File: src/rtl/uart_arb_pkg.sv
// Shared constants and state encoding for the UART transmit arbiter.
// The TAG state exists only when UART_ARB_TAG_EN is defined.
package uart_arb_pkg;

  localparam int unsigned MAX_REQ = 8;
  localparam int unsigned GRANT_W = 3;
  localparam int unsigned CNT_W   = 8;

  localparam logic [3:0] TAG_PREFIX = 4'hF;

  typedef logic [1:0] state_t;

  localparam state_t ST_IDLE   = 2'd0;
  localparam state_t ST_STREAM = 2'd1;
`ifdef UART_ARB_TAG_EN
  localparam state_t ST_TAG    = 2'd2;
`endif

endpackage

File: src/rtl/uart_rr_picker.sv
// Combinational round-robin search: first asserted request at or after ptr_i,
// wrapping modulo N_REQ.
module uart_rr_picker
  import uart_arb_pkg::*;
#(
  parameter int unsigned N_REQ = 4
) (
  input  logic [N_REQ-1:0]   req_i,
  input  logic [GRANT_W-1:0] ptr_i,
  output logic               found_o,
  output logic [GRANT_W-1:0] index_o
);

  logic [MAX_REQ-1:0] req_ext;
  logic [GRANT_W-1:0] cand;

  always_comb begin
    req_ext = MAX_REQ'(req_i);
    found_o = 1'b0;
    index_o = '0;
    cand    = '0;
    for (int unsigned k = 0; k < N_REQ; k++) begin
      cand = GRANT_W'((32'(ptr_i) + k) % N_REQ);
      if (!found_o && req_ext[cand]) begin
        found_o = 1'b1;
        index_o = cand;
      end
    end
  end

endmodule

File: src/rtl/uart_tx_arbiter.sv
// Round-robin byte-stream arbiter feeding a UART transmitter; frames never interleave.
// Define UART_ARB_TAG_EN to prefix every granted frame with a tag byte (F0 | grant).
module uart_tx_arbiter
  import uart_arb_pkg::*;
#(
  parameter int unsigned N_REQ   = 4,
  parameter int unsigned TIMEOUT = 255
) (
  input  logic                  clk,
  input  logic                  reset,
  input  logic [N_REQ-1:0]      req_valid,
  input  logic [N_REQ-1:0][7:0] req_data,
  input  logic [N_REQ-1:0]      req_last,
  output logic [N_REQ-1:0]      req_ready,
  output logic                  out_valid,
  output logic [7:0]            out_data,
  input  logic                  out_ready,
  output logic [GRANT_W-1:0]    grant,
  output logic                  busy,
  output logic                  dropped
);

  state_t             state_q, state_d;
  logic [GRANT_W-1:0] grant_q, grant_d;
  logic [GRANT_W-1:0] ptr_q, ptr_d;
  logic [CNT_W-1:0]   cnt_q, cnt_d;
  logic               dropped_q, dropped_d;

  logic                    pick_found;
  logic [GRANT_W-1:0]      pick_idx;
  logic [GRANT_W-1:0]      ptr_after;
  logic [MAX_REQ-1:0]      valid_ext, last_ext, ready_ext;
  logic [MAX_REQ-1:0][7:0] data_ext;

  uart_rr_picker #(
    .N_REQ (N_REQ)
  ) u_picker (
    .req_i   (req_valid),
    .ptr_i   (ptr_q),
    .found_o (pick_found),
    .index_o (pick_idx)
  );

  // Widen requester buses to a fixed size so the 3-bit grant indexes them exactly.
  always_comb begin
    valid_ext = '0;
    last_ext  = '0;
    data_ext  = '0;
    for (int unsigned i = 0; i < N_REQ; i++) begin
      valid_ext[i] = req_valid[i];
      last_ext[i]  = req_last[i];
      data_ext[i]  = req_data[i];
    end
  end

  assign ptr_after = GRANT_W'((32'(grant_q) + 32'd1) % N_REQ);

  always_comb begin
    state_d   = state_q;
    grant_d   = grant_q;
    ptr_d     = ptr_q;
    cnt_d     = cnt_q;
    dropped_d = 1'b0;
    out_valid = 1'b0;
    out_data  = '0;
    ready_ext = '0;
    case (state_q)
      ST_IDLE: begin
        if (pick_found) begin
          grant_d = pick_idx;
          cnt_d   = '0;
`ifdef UART_ARB_TAG_EN
          state_d = ST_TAG;
`else
          state_d = ST_STREAM;
`endif
        end
      end
`ifdef UART_ARB_TAG_EN
      ST_TAG: begin
        out_valid = 1'b1;
        out_data  = {TAG_PREFIX, 1'b0, grant_q};
        if (out_ready) begin
          state_d = ST_STREAM;
        end
      end
`endif
      ST_STREAM: begin
        out_valid            = valid_ext[grant_q];
        out_data             = data_ext[grant_q];
        ready_ext[grant_q]   = out_ready;
        if (valid_ext[grant_q]) begin
          cnt_d = '0;
          if (out_ready && last_ext[grant_q]) begin
            state_d = ST_IDLE;
            grant_d = '0;
            ptr_d   = ptr_after;
          end
        end else if (cnt_q == CNT_W'(TIMEOUT - 1)) begin
          // This idle cycle brings the count to TIMEOUT: revoke the grant.
          state_d   = ST_IDLE;
          grant_d   = '0;
          ptr_d     = ptr_after;
          cnt_d     = '0;
          dropped_d = 1'b1;
        end else begin
          cnt_d = cnt_q + CNT_W'(1);
        end
      end
      default: begin
        state_d = ST_IDLE;
        grant_d = '0;
      end
    endcase
  end

  always_ff @(posedge clk or posedge reset) begin
    if (reset) begin
      state_q   <= ST_IDLE;
      grant_q   <= '0;
      ptr_q     <= '0;
      cnt_q     <= '0;
      dropped_q <= 1'b0;
    end else begin
      state_q   <= state_d;
      grant_q   <= grant_d;
      ptr_q     <= ptr_d;
      cnt_q     <= cnt_d;
      dropped_q <= dropped_d;
    end
  end

  assign req_ready = ready_ext[N_REQ-1:0];
  assign grant     = grant_q;
  assign busy      = (state_q != ST_IDLE);
  assign dropped   = dropped_q;

endmodule

File: config.mk
export PLATFORM = sky130hd
export DESIGN_NAME = uart_tx_arbiter
export DESIGN_NICKNAME = d
export VERILOG_FILES = /design/src/rtl/uart_arb_pkg.sv /design/src/rtl/uart_rr_picker.sv /design/src/rtl/uart_tx_arbiter.sv
export SDC_FILE = /design/constraint.sdc
export NUM_CORES = 1
export LEC_CHECK = 0
export BUFFER_PORTS_ARGS = -buffer_cell sky130_fd_sc_hd__buf_2
export CORE_MARGIN = 8
export CORE_UTILIZATION = 48
export DETAILED_ROUTE_END_ITERATION = 16
export GPL_TIMING_DRIVEN = 0
export PLACE_DENSITY_LB_ADDON = 0.15
export SYNTH_ARGS = -nofsm -noshare
export SYNTH_HDL_FRONTEND = slang
export SYNTH_SLANG_ARGS = --single-unit
File: constraint.sdc
create_clock -name clk -period 6.3 [get_ports clk]
set_clock_uncertainty 0.2 [all_clocks]
set_input_delay 0.945 -clock clk [delete_from_list [all_inputs] [get_ports clk]]
set_output_delay 0.945 -clock clk [all_outputs]
set_load 0.02 [all_outputs]
* Word-level counts from Yosys, hierarchy flattened *
Index checks and enable logic that the tools add are counted.

cells by class
  $add $sub $neg = 5
  multiply operators = 0
  divide/modulo/power cells = 0
  magnitude comparators = 6
  equal/unequal tests = 6
  shift operators = 0
  mux-type cells = 47
  bitwise operators = 1
  reduce and logical (&&, ||, !) cells = 15

operators by type and width
  cell                                                        number
  two-way mux 8 bit                                           5
  binary-select mux 8 bit (select 3 bit)                      1
  two-way mux 2 bit                                           11
  less-than comparator 2 x 4 -> 1 bit, second input constant  4
  case mux 8 bit (2 select lines)                             1
  two-way mux 1 bit                                           15
  two-way mux 3 bit                                           4
  adder 8 x 1 -> 8 bit, second input constant                 1
  binary-select mux 1 bit (select 2 bit)                      4
  == test 8 bit, second input constant                        1
  binary-select mux 1 bit (select 3 bit)                      2
  inequality test 3 bit, second input constant                2
  case mux 3 bit (2 select lines)                             1
  AND reduction 3 bit                                         2
  nonzero test 2 bit                                          3
  logical AND 1 bit                                           5
  adder 2 x 1 -> 2 bit, second input constant                 2
  adder 2 bit, second input constant                          2
  AND 4 bit                                                   1
  less-than comparator 3 x 4 -> 1 bit, second input constant  1
  two-way mux 4 bit                                           1
  case mux 2 bit (2 select lines)                             1
  demux 1 bit (select 3 bit)                                  1
  >= comparator 3 x 1 -> 1 bit, second input constant         1
  other kinds (6)                                             8

word-level totals
  flip-flop bits (word level) = 16
  bits in latches = 0
  RAM bits = 0
  memory bits (read-only) = 0
  bits of input ports = 43
  output and inout bits = 18
  logic and storage cells = 85
  memories = 0

* Longest topological paths before layout *
Gate-level depths: netlist of run 1.

  word-level depth = 14
  depth in mapped cells = 7
  mapped depth without buffers = 6

* Hierarchy *
A second synthesis of run 1 with hierarchy kept.

unflattened totals
  cells, all modules = 147
  area, all modules = 1258.7 µm²

by module, submodules not included
  module           instances  cells each  area an instance (µm²)  sequential area each (µm²)
  uart_tx_arbiter  1          130         1169.9                  375.4
  uart_rr_picker   1          17          88.8                    0.0

* Worst setup path before layout of run 1 *
No wires, ideal clock.

  path kind = input -> output
  start point = input req_valid[3]
  end point = output out_valid
  data arrival time = 1.680 ns
  setup slack = 3.475 ns
  stages on the path = 2
  path buffers = 0
  cell sequence = mux4_2 and2_1

on the way
  longest elaborated chain between the ends = 3

ends and longest elaborated chain
  item                                     RTL line               source
  start: declaration                       uart_tx_arbiter.sv:11  input logic [N_REQ-1:0] req_valid,
  binary-select mux 1 bit (select 3 bit)   uart_tx_arbiter.sv:89  out_valid = valid_ext[grant_q];
  two-way mux 1 bit (implied by the code)  uart_tx_arbiter.sv:89
  two-way mux 1 bit                        uart_tx_arbiter.sv:67  case (state_q)
  end: declaration                         uart_tx_arbiter.sv:15  output logic out_valid,

No other way between the ends. The select of a mux whose other input is x is not followed.

* Final worst setup path of run 1 *
  start point = register grant_q[0] (netlist: grant[0])
  end point = output out_data[0]

on the way
  longest elaborated chain between the ends = 3

ends and longest elaborated chain
  item                                     RTL line                source
  start: declaration                       uart_tx_arbiter.sv:24   logic [GRANT_W-1:0] grant_q, grant_d;
  start signal: assignment                 uart_tx_arbiter.sv:126  grant_q <= grant_d;
  binary-select mux 8 bit (select 3 bit)   uart_tx_arbiter.sv:90   out_data = data_ext[grant_q];
  two-way mux 8 bit (implied by the code)  uart_tx_arbiter.sv:90
  two-way mux 8 bit                        uart_tx_arbiter.sv:67
  end: declaration                         uart_tx_arbiter.sv:16   output logic [7:0] out_data,

No other way between the ends. The select of a mux whose other input is x is not followed.

==> results of run 1 <==
-- per-stage QoR --
stage	instances	setup slack [ps]
6_report	213	3140
5_1_grt	213	3010
4_1_cts	213	3120
3_5_place_dp	209	3230
3_3_place_gp	209	3240
2_1_floorplan	120	3480
-- power breakdown --
part           internal, mW  leakage, nW  total, mW  switching, mW
sequential            0.109        0.182      0.130         0.0205
combinational         0.158        0.586      0.346          0.188
clock                0.0351       0.0210     0.0674         0.0322
total                 0.302        0.789      0.543          0.240
-- metal layers --
metal  up-vias  share of wire (%)  GRT usage, %
met5         -                  0             0
met4         0                  0          1.91
met3         0                8.3          4.59
met2        50                 50          27.1
met1       549                 41          18.2
li1        568                  -             -
-- registers in the layout (all words and copies together) (netlist names) --
signal and flops:
cnt_q 8, state_q 1, dropped 1, ptr_q 2, grant 2
-- final cells by class --
type,count,area [sq um]
repair buffers,59,295
clock buffers,4,36.3
flip-flops and latches,14,350
multi-input cells,91,749
well taps,30,37.5
plain buffers,7,46.3
fillers,207,865
inverters,8,30.0
-- placed cells by master (no fill, tap or decap), types with 2 or more instances in the layout --
cell / synthesis / final
sky130_fd_sc_hd__inv_1: 8 / 8
sky130_fd_sc_hd__or4_1: 2 / 2
sky130_fd_sc_hd__and2_1: 9 / 9
sky130_fd_sc_hd__buf_6: 2 / 2
sky130_fd_sc_hd__nand3_1: 4 / 4
sky130_fd_sc_hd__a21oi_1: 3 / 3
sky130_fd_sc_hd__o21ai_0: 5 / 5
sky130_fd_sc_hd__clkbuf_1: 2 / 2
sky130_fd_sc_hd__nor3_1: 3 / 3
sky130_fd_sc_hd__buf_2: 1 / 60
sky130_fd_sc_hd__o22ai_1: 3 / 3
sky130_fd_sc_hd__mux4_2: 9 / 9
sky130_fd_sc_hd__a211o_1: 3 / 3
sky130_fd_sc_hd__ha_1: 6 / 6
sky130_fd_sc_hd__clkbuf_4: 0 / 3
sky130_fd_sc_hd__nand2_1: 14 / 14
sky130_fd_sc_hd__nor2_1: 6 / 6
sky130_fd_sc_hd__dfrtp_1: 14 / 14
sky130_fd_sc_hd__and3_1: 5 / 5
sky130_fd_sc_hd__mux2i_1: 3 / 3
-- synthesized netlist by cell type (2+ instances only) --
master / n / area share [%]
sky130_fd_sc_hd__mux2i_1: 3 / 2.6
sky130_fd_sc_hd__inv_1: 8 / 2.6
sky130_fd_sc_hd__ha_1: 6 / 6.4
sky130_fd_sc_hd__buf_6: 2 / 1.9
sky130_fd_sc_hd__nor2_1: 6 / 1.9
sky130_fd_sc_hd__nor3_1: 3 / 1.3
sky130_fd_sc_hd__and2_1: 9 / 4.8
sky130_fd_sc_hd__o21ai_0: 5 / 2.1
sky130_fd_sc_hd__mux4_2: 9 / 17
sky130_fd_sc_hd__nand2_1: 14 / 4.5
sky130_fd_sc_hd__clkbuf_1: 2 / 0.64
sky130_fd_sc_hd__dfrtp_1: 14 / 30
sky130_fd_sc_hd__or4_1: 2 / 1.3
sky130_fd_sc_hd__o22ai_1: 3 / 1.6
sky130_fd_sc_hd__nand3_1: 4 / 1.7
sky130_fd_sc_hd__and3_1: 5 / 2.7
sky130_fd_sc_hd__a21oi_1: 3 / 1.3
sky130_fd_sc_hd__a211o_1: 3 / 2.2
-- worst max-delay path by stage --
stage / slack [ps] / start / cells after the start / endpoint
after floorplan: 3480 / req_valid[3] / 2 / out_valid
after global placement: 3240 / req_valid[0] / 4 / out_valid
after detailed placement: 3230 / req_valid[0] / 4 / out_valid
after CTS: 3120 / grant[0] / 5 / out_data[0]
after global routing: 3010 / grant[0] / 5 / out_data[0]
final: 3140 / grant[0] / 5 / out_data[0]
-- worst min-delay path, delay by kind of cell (launching register included) --
kind               cells  cell delay, ps
DFF                    1             390
AOI/OAI and AO/OA      1              70
and+or+nand+nor        1              60
-- cells by family after synthesis --
family / Yosys count
AOI/OAI and AO/OA: 22
DFF: 14
buffers and inverters: 15
and+or+nand+nor: 48
xor gates and xnor gates: 1
muxes: 13
adders and majority gates: 6
other: 1
==> flow_metrics.tcl, run 1 <==
set metrics [dict create \
    detailroute.via_count 1167 \
    outcome "finished clean" \
    antenna_violating_nets_post_route 0 \
    design.die.area_sq_um 4290 \
    track_usage_pct 15.3 \
    max_stage_delay_ps 540 \
    timing.critical_path.cells "buf_6 > buf_2 > mux4_2 > and2_1 > buf_2" \
    maximum_number_of_pins_on_one_net_before_global_route_repair 15 \
    post_dp_cell_area_sq_um 1510 \
    cts_hold_buffers 0 \
    post_cts_setup_buffer_count 0 \
    setup.reg_to_reg.worst_slack_ps 4010 \
    worst-setup-path-type "reg2out" \
    final_worst_hold_slack_ps 358 \
    yosys_most_used_dff "sky130_fd_sc_hd__dfrtp_1" \
    synth_compound_gate_area_share_pct 13.7 \
    clock_tree.root_cell "sky130_fd_sc_hd__clkbuf_4" \
    yosys_warnings 0 \
    grt_setup_unrepaired "no" \
    avgRoutedWirePerCell_um 15.2 \
    io_pins 61 \
    post_cts.resized_instances 0 \
    fp.coreArea_sq_um 2410 \
    number_of_cells_traversed_by_the_worst_hold_path 2 \
    netlist_area_sq_um 1180 \
    synth_top_family_by_area "simple AND/OR/NAND/NOR gates" \
    dieWidth_um 65.5 \
    cp_data_required_time_ps 5150 \
    htreeDepth 1 \
    async_reset_ff_share_pct 100 \
    pd_cells_nw_per_um2 351 \
    grt-ovfl-total 0 \
    synth.lib_cells_used.distinct 37 \
    input_output_buffers 59 \
    yosys.area_share.adder_pct 6.38 \
    cts_max_path_buffers 2 \
    initialDrtViolationCount 24 \
    max_freq_ghz 0.316 \
    synth_simple_gate_area_share_pct 21.8 \
    synth_enable_flop_cells 0 \
    synth-xor-area-share_pct 0.745 \
    finalNetCount 233 \
    detailed_place_hpwl_um 2670 \
    fin_setup_tns_ps 0 \
    kind_of_end_point_of_the_critical_path "output port" \
    hold_viol 0 \
    slew_headroom_pct 63.0 \
    timing.final.crit_period_ps 3160 \
    critical_path_arrival_ps 2020 \
    yosys_register_bits 14 \
    n_antenna_cell 0 \
    worst_path_max_delay_cell "sky130_fd_sc_hd__mux4_2" \
    numCtsBuffers 3 \
    fp.dieH_um 65.5 \
    final_core_util_pct 64.1 \
    syn-mean-instance-area_sq_um 9.80 \
    drt-total-wl_um 3240 \
    grt_first_pass_wirelength_um 5290 \
    crit_family "buffers and inverters" \
    period_share_pct 50.2 \
    path_common_cell "sky130_fd_sc_hd__buf_2" \
    place.gp.congestion 0.806 \
    cts_tree "yes" \
    yosys-mux-area-fraction_pct 20.7 \
    synth_seq_area_share_pct 29.8 \
    mappedNetlistNets 169 \
    min_path_type "reg2reg" \
    grt_pass1_vias 1144 \
    initial_core_utilization_pct 48.8 \
    clk_pin_slew_worst_paths_ps 100 \
    critPathBufInv 3 \
    hold_path_startpoint "cnt_q[7]" \
    post-route-cell-area_sq_um 1550 \
    worst-r2r-cell-count 5 \
    maxCapViolations 0 \
    finalPower_uw 543 \
    area.growth.synth_to_final_pct 31.4 \
    clkSinkCount 14 \
    worst_r2r_startpoint "grant[0]" \
    timing_max_transition_violations_final 0 \
    post_drt_via_cell_ratio 5.48 \
    worst_ir_drop_vdd_uv 267 \
    post_synth_inst_count 120 \
    drt-pass1-iter-count 4 \
    timing.rr.end "ptr_q[1]" \
    drive_above_1_share_pct 43.7 \
    tightestPinTransition_ps 556 \
    report.final.setup_viol 0 \
    drt_drc_violations_left 0 \
    floorplan.rows 18 \
    worst_skew_pair.late_latency_ps 280 \
    critical_path_peak_fanout 10 \
    number_of_antenna_violations_at_the_first_check_in_global_routing 0 \
    start_kind "register" \
    holdPathEnd "cnt_q[7]" \
    lkg_pwr_nw 0.789 \
]
Note: power is estimated with default switching activity, not from simulation.
==> run 2, diff against run 1 <==
--- a/config.mk
+++ b/config.mk
@@ -7,7 +7,7 @@
 export LEC_CHECK = 0
 export BUFFER_PORTS_ARGS = -buffer_cell sky130_fd_sc_hd__buf_2
 export CORE_MARGIN = 8
-export CORE_UTILIZATION = 48
+export CORE_UTILIZATION = 41
 export DETAILED_ROUTE_END_ITERATION = 16
 export GPL_TIMING_DRIVEN = 0
 export PLACE_DENSITY_LB_ADDON = 0.15
==> constraint.sdc (replaced) <==
create_clock -name clk -period 2.68 [get_ports clk]
set_clock_uncertainty 0.2 [all_clocks]
set_input_delay 0.402 -clock clk [delete_from_list [all_inputs] [get_ports clk]]
set_output_delay 0.402 -clock clk [all_outputs]
set_load 0.02 [all_outputs]
==> flow_metrics.tcl, run 2 (synthesis gave the netlist of run 1 again) <==
set metrics [dict create \
    dpl.cell_count 210 \
    cts_max_path_buffers 2 \
    fp.dieH_um 69.6 \
    max_freq_ghz 0.389 \
    antenna_violating_nets_post_route 0 \
    ff_latch_area_sq_um 350 \
    timing.critical_path.cells "buf_6 > clkbuf_4 > mux4_2 > and2_1 > buf_2" \
    clkSinkCount 14 \
    fin_setup_tns_ps 0 \
    worst_path_max_delay_cell "sky130_fd_sc_hd__mux4_2" \
    fp.coreArea_sq_um 2730 \
    timing.final.crit_period_ps 2570 \
    final_cell_mix "sky130_fd_sc_hd__buf_2 (59), sky130_fd_sc_hd__nand2_1 (14), sky130_fd_sc_hd__dfrtp_1 (14)" \
    register_with_the_highest_flop_count "cnt_q" \
    worst-setup-path-type "reg2out" \
    mostFrequentLayoutCell "sky130_fd_sc_hd__buf_2" \
    htreeDepth 1 \
    post_drt_via_cell_ratio 5.40 \
    slew_headroom_pct 62.0 \
    numCtsBuffers 3 \
    start_kind "register" \
    timing_max_transition_violations_final 0 \
    clk_pin_slew_worst_paths_ps 100 \
    post_cts_setup_buffer_count 0 \
    avgRoutedWirePerCell_um 15.7 \
    worst_skew_pair.late_latency_ps 290 \
    drt_drc_violations_left 0 \
    initialDrtViolationCount 39 \
    worst_ir_drop_vdd_uv 698 \
    number_of_antenna_violations_at_the_first_check_in_global_routing 0 \
    max_stage_delay_ps 530 \
    cts_tree "yes" \
    floorplan.rows 19 \
    multi_input_comb_area_sq_um 749 \
    hold_viol 0 \
    maxCapViolations 0 \
    input_output_buffers 59 \
    n_antenna_cell 0 \
    maximum_number_of_pins_on_one_net_before_global_route_repair 15 \
    track_usage_pct 14.2 \
    drt-pass1-iter-count 5 \
    initial_core_utilization_pct 43.0 \
    cp_data_required_time_ps 2080 \
    layout.filler_cells 272 \
    worst_slack_ps 108 \
    drive_above_1_share_pct 44.0 \
    io_pins 61 \
    critical_path_arrival_ps 1970 \
    lkg_pwr_nw 0.797 \
    detailroute.via_count 1162 \
    report.final.setup_viol 0 \
    outcome "finished clean" \
    critical_path_peak_fanout 10 \
    drt-total-wl_um 3370 \
    final_core_util_pct 57.1 \
    design.die.area_sq_um 4840 \
    area.growth.synth_to_final_pct 32.7 \
    detailed_place_hpwl_um 2740 \
    grt-ovfl-total 0 \
    grt_pass1_vias 1296 \
    pd_cells_nw_per_um2 829 \
    dieWidth_um 69.6 \
    kind_of_end_point_of_the_critical_path "output port" \
    min_path_type "in2reg" \
    layoutNonFillerInstCount 215 \
    tightestPinTransition_ps 568 \
    grt_setup_unrepaired "no" \
    pre_cts_ws_ps 350 \
    largest_register_ff_count 8 \
    grt_first_pass_wirelength_um 5880 \
    finalNetCount 234 \
    clock_tree.root_cell "sky130_fd_sc_hd__clkbuf_4" \
    period_share_pct 96.0 \
    place.gp.congestion 0.754 \
]
[run 2: where the power goes]
group / internal (mW) / switching (mW)
Clock: 0.0828 / 0.0822
Combinational: 0.376 / 0.443
Sequential: 0.256 / 0.0520
[run 2: worst paths after layout]
| kind | depth (start not counted) | end | startpoint | slack [ps] |
|---|---|---|---|---|
| worst max-delay path | 5 | out_data[5] | grant[0] | 110 |
| worst min-delay path | 3 | grant[0] | req_valid[3] | 320 |
| worst max register to register | 5 | ptr_q[1] | grant[0] | 370 |
| worst min register to register | 2 | cnt_q[7] | cnt_q[7] | 360 |
| max in group asynchronous | 3 | ptr_q[1] | reset | 1420 |
| min in group asynchronous | 3 | ptr_q[0] | reset | 490 |
[run 2: timing repair]
item	4_1_cts	5_1_grt
setup endpoints to repair	0	9
gates resized for setup	0	2
hold endpoints to repair	14	0
hold buffers	1	0
[run 2: area by class of cell]
| class | instances | share of cell area, % |
|---|---|---|
| sequential | 14 | 22.5 |
| inverter | 8 | 1.92 |
| timing repair buffer | 60 | 19.6 |
| multi-input combinational | 91 | 48.0 |
| clock buffer | 4 | 2.33 |
| buffer | 7 | 3.21 |
| tap | 31 | 2.49 |
[run 2: per-stage QoR]
step / power [mW] / hold WS [ps] / instance area, sq um
5_1_grt: 1.40 / 313 / 1560
2_1_floorplan: 0.902 / 91.2 / 1180
4_1_cts: 1.30 / 297 / 1560
3_5_place_dp: 1.13 / 282 / 1510
3_3_place_gp: 1.11 / 273 / 1510
6_report: 1.29 / 320 / 1560
[run 2: routing by layer]
| metal | global-route usage [%] | vias up | part of all wire [%] |
|---|---|---|---|
| li1 | - | 564 | - |
| met1 | 14.3 | 554 | 38 |
| met2 | 27.4 | 42 | 54 |
| met3 | 4.29 | 2 | 7.0 |
| met4 | 3.42 | 0 | 0.53 |
| met5 | 0 | - | 0 |
[run 2: critical path, delay by kind of cell (launching register included)]
kind / cells / cell delay [ps]
AND/OR/NAND/NOR: 1 / 160
buffers and inverters: 3 / 550
multiplexers: 1 / 530
flip-flops: 1 / 430
==> run 3, diff against run 2 <==
--- a/config.mk
+++ b/config.mk
@@ -6,8 +6,10 @@
 export NUM_CORES = 1
 export LEC_CHECK = 0
 export BUFFER_PORTS_ARGS = -buffer_cell sky130_fd_sc_hd__buf_2
+export CAP_MARGIN = 15
 export CORE_MARGIN = 8
-export CORE_UTILIZATION = 41
+export CORE_UTILIZATION = 42
+export CTS_BUF_LIST = sky130_fd_sc_hd__clkbuf_4 sky130_fd_sc_hd__clkbuf_8
 export DETAILED_ROUTE_END_ITERATION = 16
 export GPL_TIMING_DRIVEN = 0
 export PLACE_DENSITY_LB_ADDON = 0.15
==> flow_metrics.tcl, run 3 (synthesis gave the netlist of run 1 again) <==
set metrics [dict create \
    fp.dieH_um 68.9 \
    dieWidth_um 68.9 \
    place.gp.congestion 0.791 \
    maximum_number_of_pins_on_one_net_before_global_route_repair 15 \
    ff_latch_area_sq_um 350 \
    floorplan.rows 19 \
    cp_data_required_time_ps 2080 \
    layout.filler_cells 262 \
    grt_first_pass_wirelength_um 5120 \
    critical_path_peak_fanout 10 \
    drive_above_1_share_pct 43.5 \
    area.growth.synth_to_final_pct 32.6 \
    timing_max_transition_violations_final 0 \
    number_of_antenna_violations_at_the_first_check_in_global_routing 0 \
    finalPower_mw 1.29 \
    post_drt_via_cell_ratio 5.57 \
    start_kind "register" \
    fp.coreArea_sq_um 2710 \
    final_worst_hold_slack_ps 325 \
    initialDrtViolationCount 53 \
    cts_max_path_buffers 2 \
    report.final.setup_viol 0 \
    avgRoutedWirePerCell_um 16.0 \
    cts_tree "yes" \
    grt_pass1_vias 1198 \
    clkSinkCount 14 \
    final_cell_mix "sky130_fd_sc_hd__buf_2 (59), sky130_fd_sc_hd__nand2_1 (14), sky130_fd_sc_hd__dfrtp_1 (14)" \
    timing.final.crit_period_ps 2550 \
    detailed_place_hpwl_um 2800 \
    htreeDepth 1 \
    critical_path_arrival_ps 1950 \
    io_pins 61 \
    period_share_pct 95.2 \
    register_with_the_highest_flop_count "cnt_q" \
    finalNetCount 234 \
    drt_drc_violations_left 0 \
    hold_viol 0 \
    antenna_violating_nets_post_route 0 \
    kind_of_end_point_of_the_critical_path "output port" \
    route.met3.wl_um 402 \
    max_freq_ghz 0.392 \
    grt_setup_unrepaired "no" \
    fin_setup_tns_ps 0 \
    min_path_type "in2reg" \
    pre_cts_ws_ps 361 \
    design.die.area_sq_um 4750 \
    mostFrequentLayoutCell "sky130_fd_sc_hd__buf_2" \
    drt-total-wl_um 3430 \
    largest_register_ff_count 8 \
    detail_route.wirelength.met1_um 1280 \
    lkg_pwr_nw 0.793 \
    numCtsBuffers 3 \
    grt-ovfl-total 0 \
    worst_skew_pair.late_latency_ps 290 \
    worst-setup-path-type "reg2out" \
    worst_slack_ps 128 \
    pd_cells_nw_per_um2 826 \
    n_antenna_cell 0 \
    initial_core_utilization_pct 43.4 \
    met2_wirelength_from_detailed_routing_um 1700 \
    clock_tree.root_cell "sky130_fd_sc_hd__clkbuf_4" \
    post_cts_setup_buffer_count 0 \
    outcome "finished clean" \
    final_core_util_pct 57.5 \
    multi_input_comb_area_sq_um 749 \
    drt-pass1-iter-count 4 \
    tightestPinTransition_ps 560 \
    clk_pin_slew_worst_paths_ps 90 \
    highest_signal_layer "met4" \
    detailroute.via_count 1198 \
    maxCapViolations 0 \
    slew_headroom_pct 62.7 \
    track_usage_pct 14.1 \
    worst_ir_drop_vdd_uv 639 \
    input_output_buffers 59 \
]
==> run 3: stage by stage <==
stage	instances	area, sq um
floorplan	120	1180
global placement	210	1510
detailed placement	210	1510
CTS	215	1560
global route	215	1560
finish	215	1560
==> run 3: layout make-up <==
class                           instances  area share [%]
Multi-Input combinational cell         91            48.1
Sequential cell                        14            22.5
Timing Repair Buffer                   60            19.6
Buffer                                  7            3.13
Tap cell                               31            2.49
Clock buffer                            4            2.33
Inverter                                8            1.93
==> run 3: power breakdown <==
group	switching, mW	internal, mW
clock network	0.0786	0.0830
logic	0.445	0.375
registers	0.0492	0.256
total	0.573	0.715
==> run 3: worst max-delay path, stage by stage, from the launching register on <==
cell and delay [ps]:
sky130_fd_sc_hd__dfrtp_1 410, sky130_fd_sc_hd__buf_6 150, sky130_fd_sc_hd__clkbuf_4 250, sky130_fd_sc_hd__mux4_2 520, sky130_fd_sc_hd__and2_1 170, sky130_fd_sc_hd__buf_2 150
==> run 3: worst paths after layout <==
kind	start	endpoint	slack [ps]	cells after the start
worst max-delay path	grant[0]	out_data[2]	130	5
worst min-delay path	req_valid[3]	grant[0]	330	3
worst max register to register	grant[0]	ptr_q[1]	400	5
worst min register to register	cnt_q[7]	cnt_q[7]	350	2
max in group asynchronous	reset	cnt_q[4]	1450	3
min in group asynchronous	reset	ptr_q[0]	480	3
==> run 3: layer usage <==
metal,vias up,track usage [%]
met5,-,0
met4,0,8.52
met3,5,4.04
met2,54,24.1
met1,571,15.1
li1,568,-
==> run 3: repair_timing <==
item | CTS | global route
hold buffers | 1 | 0
gates resized for setup | 0 | 1
hold endpoints to repair | 14 | 0
endpoints found under the setup margin | 0 | 7
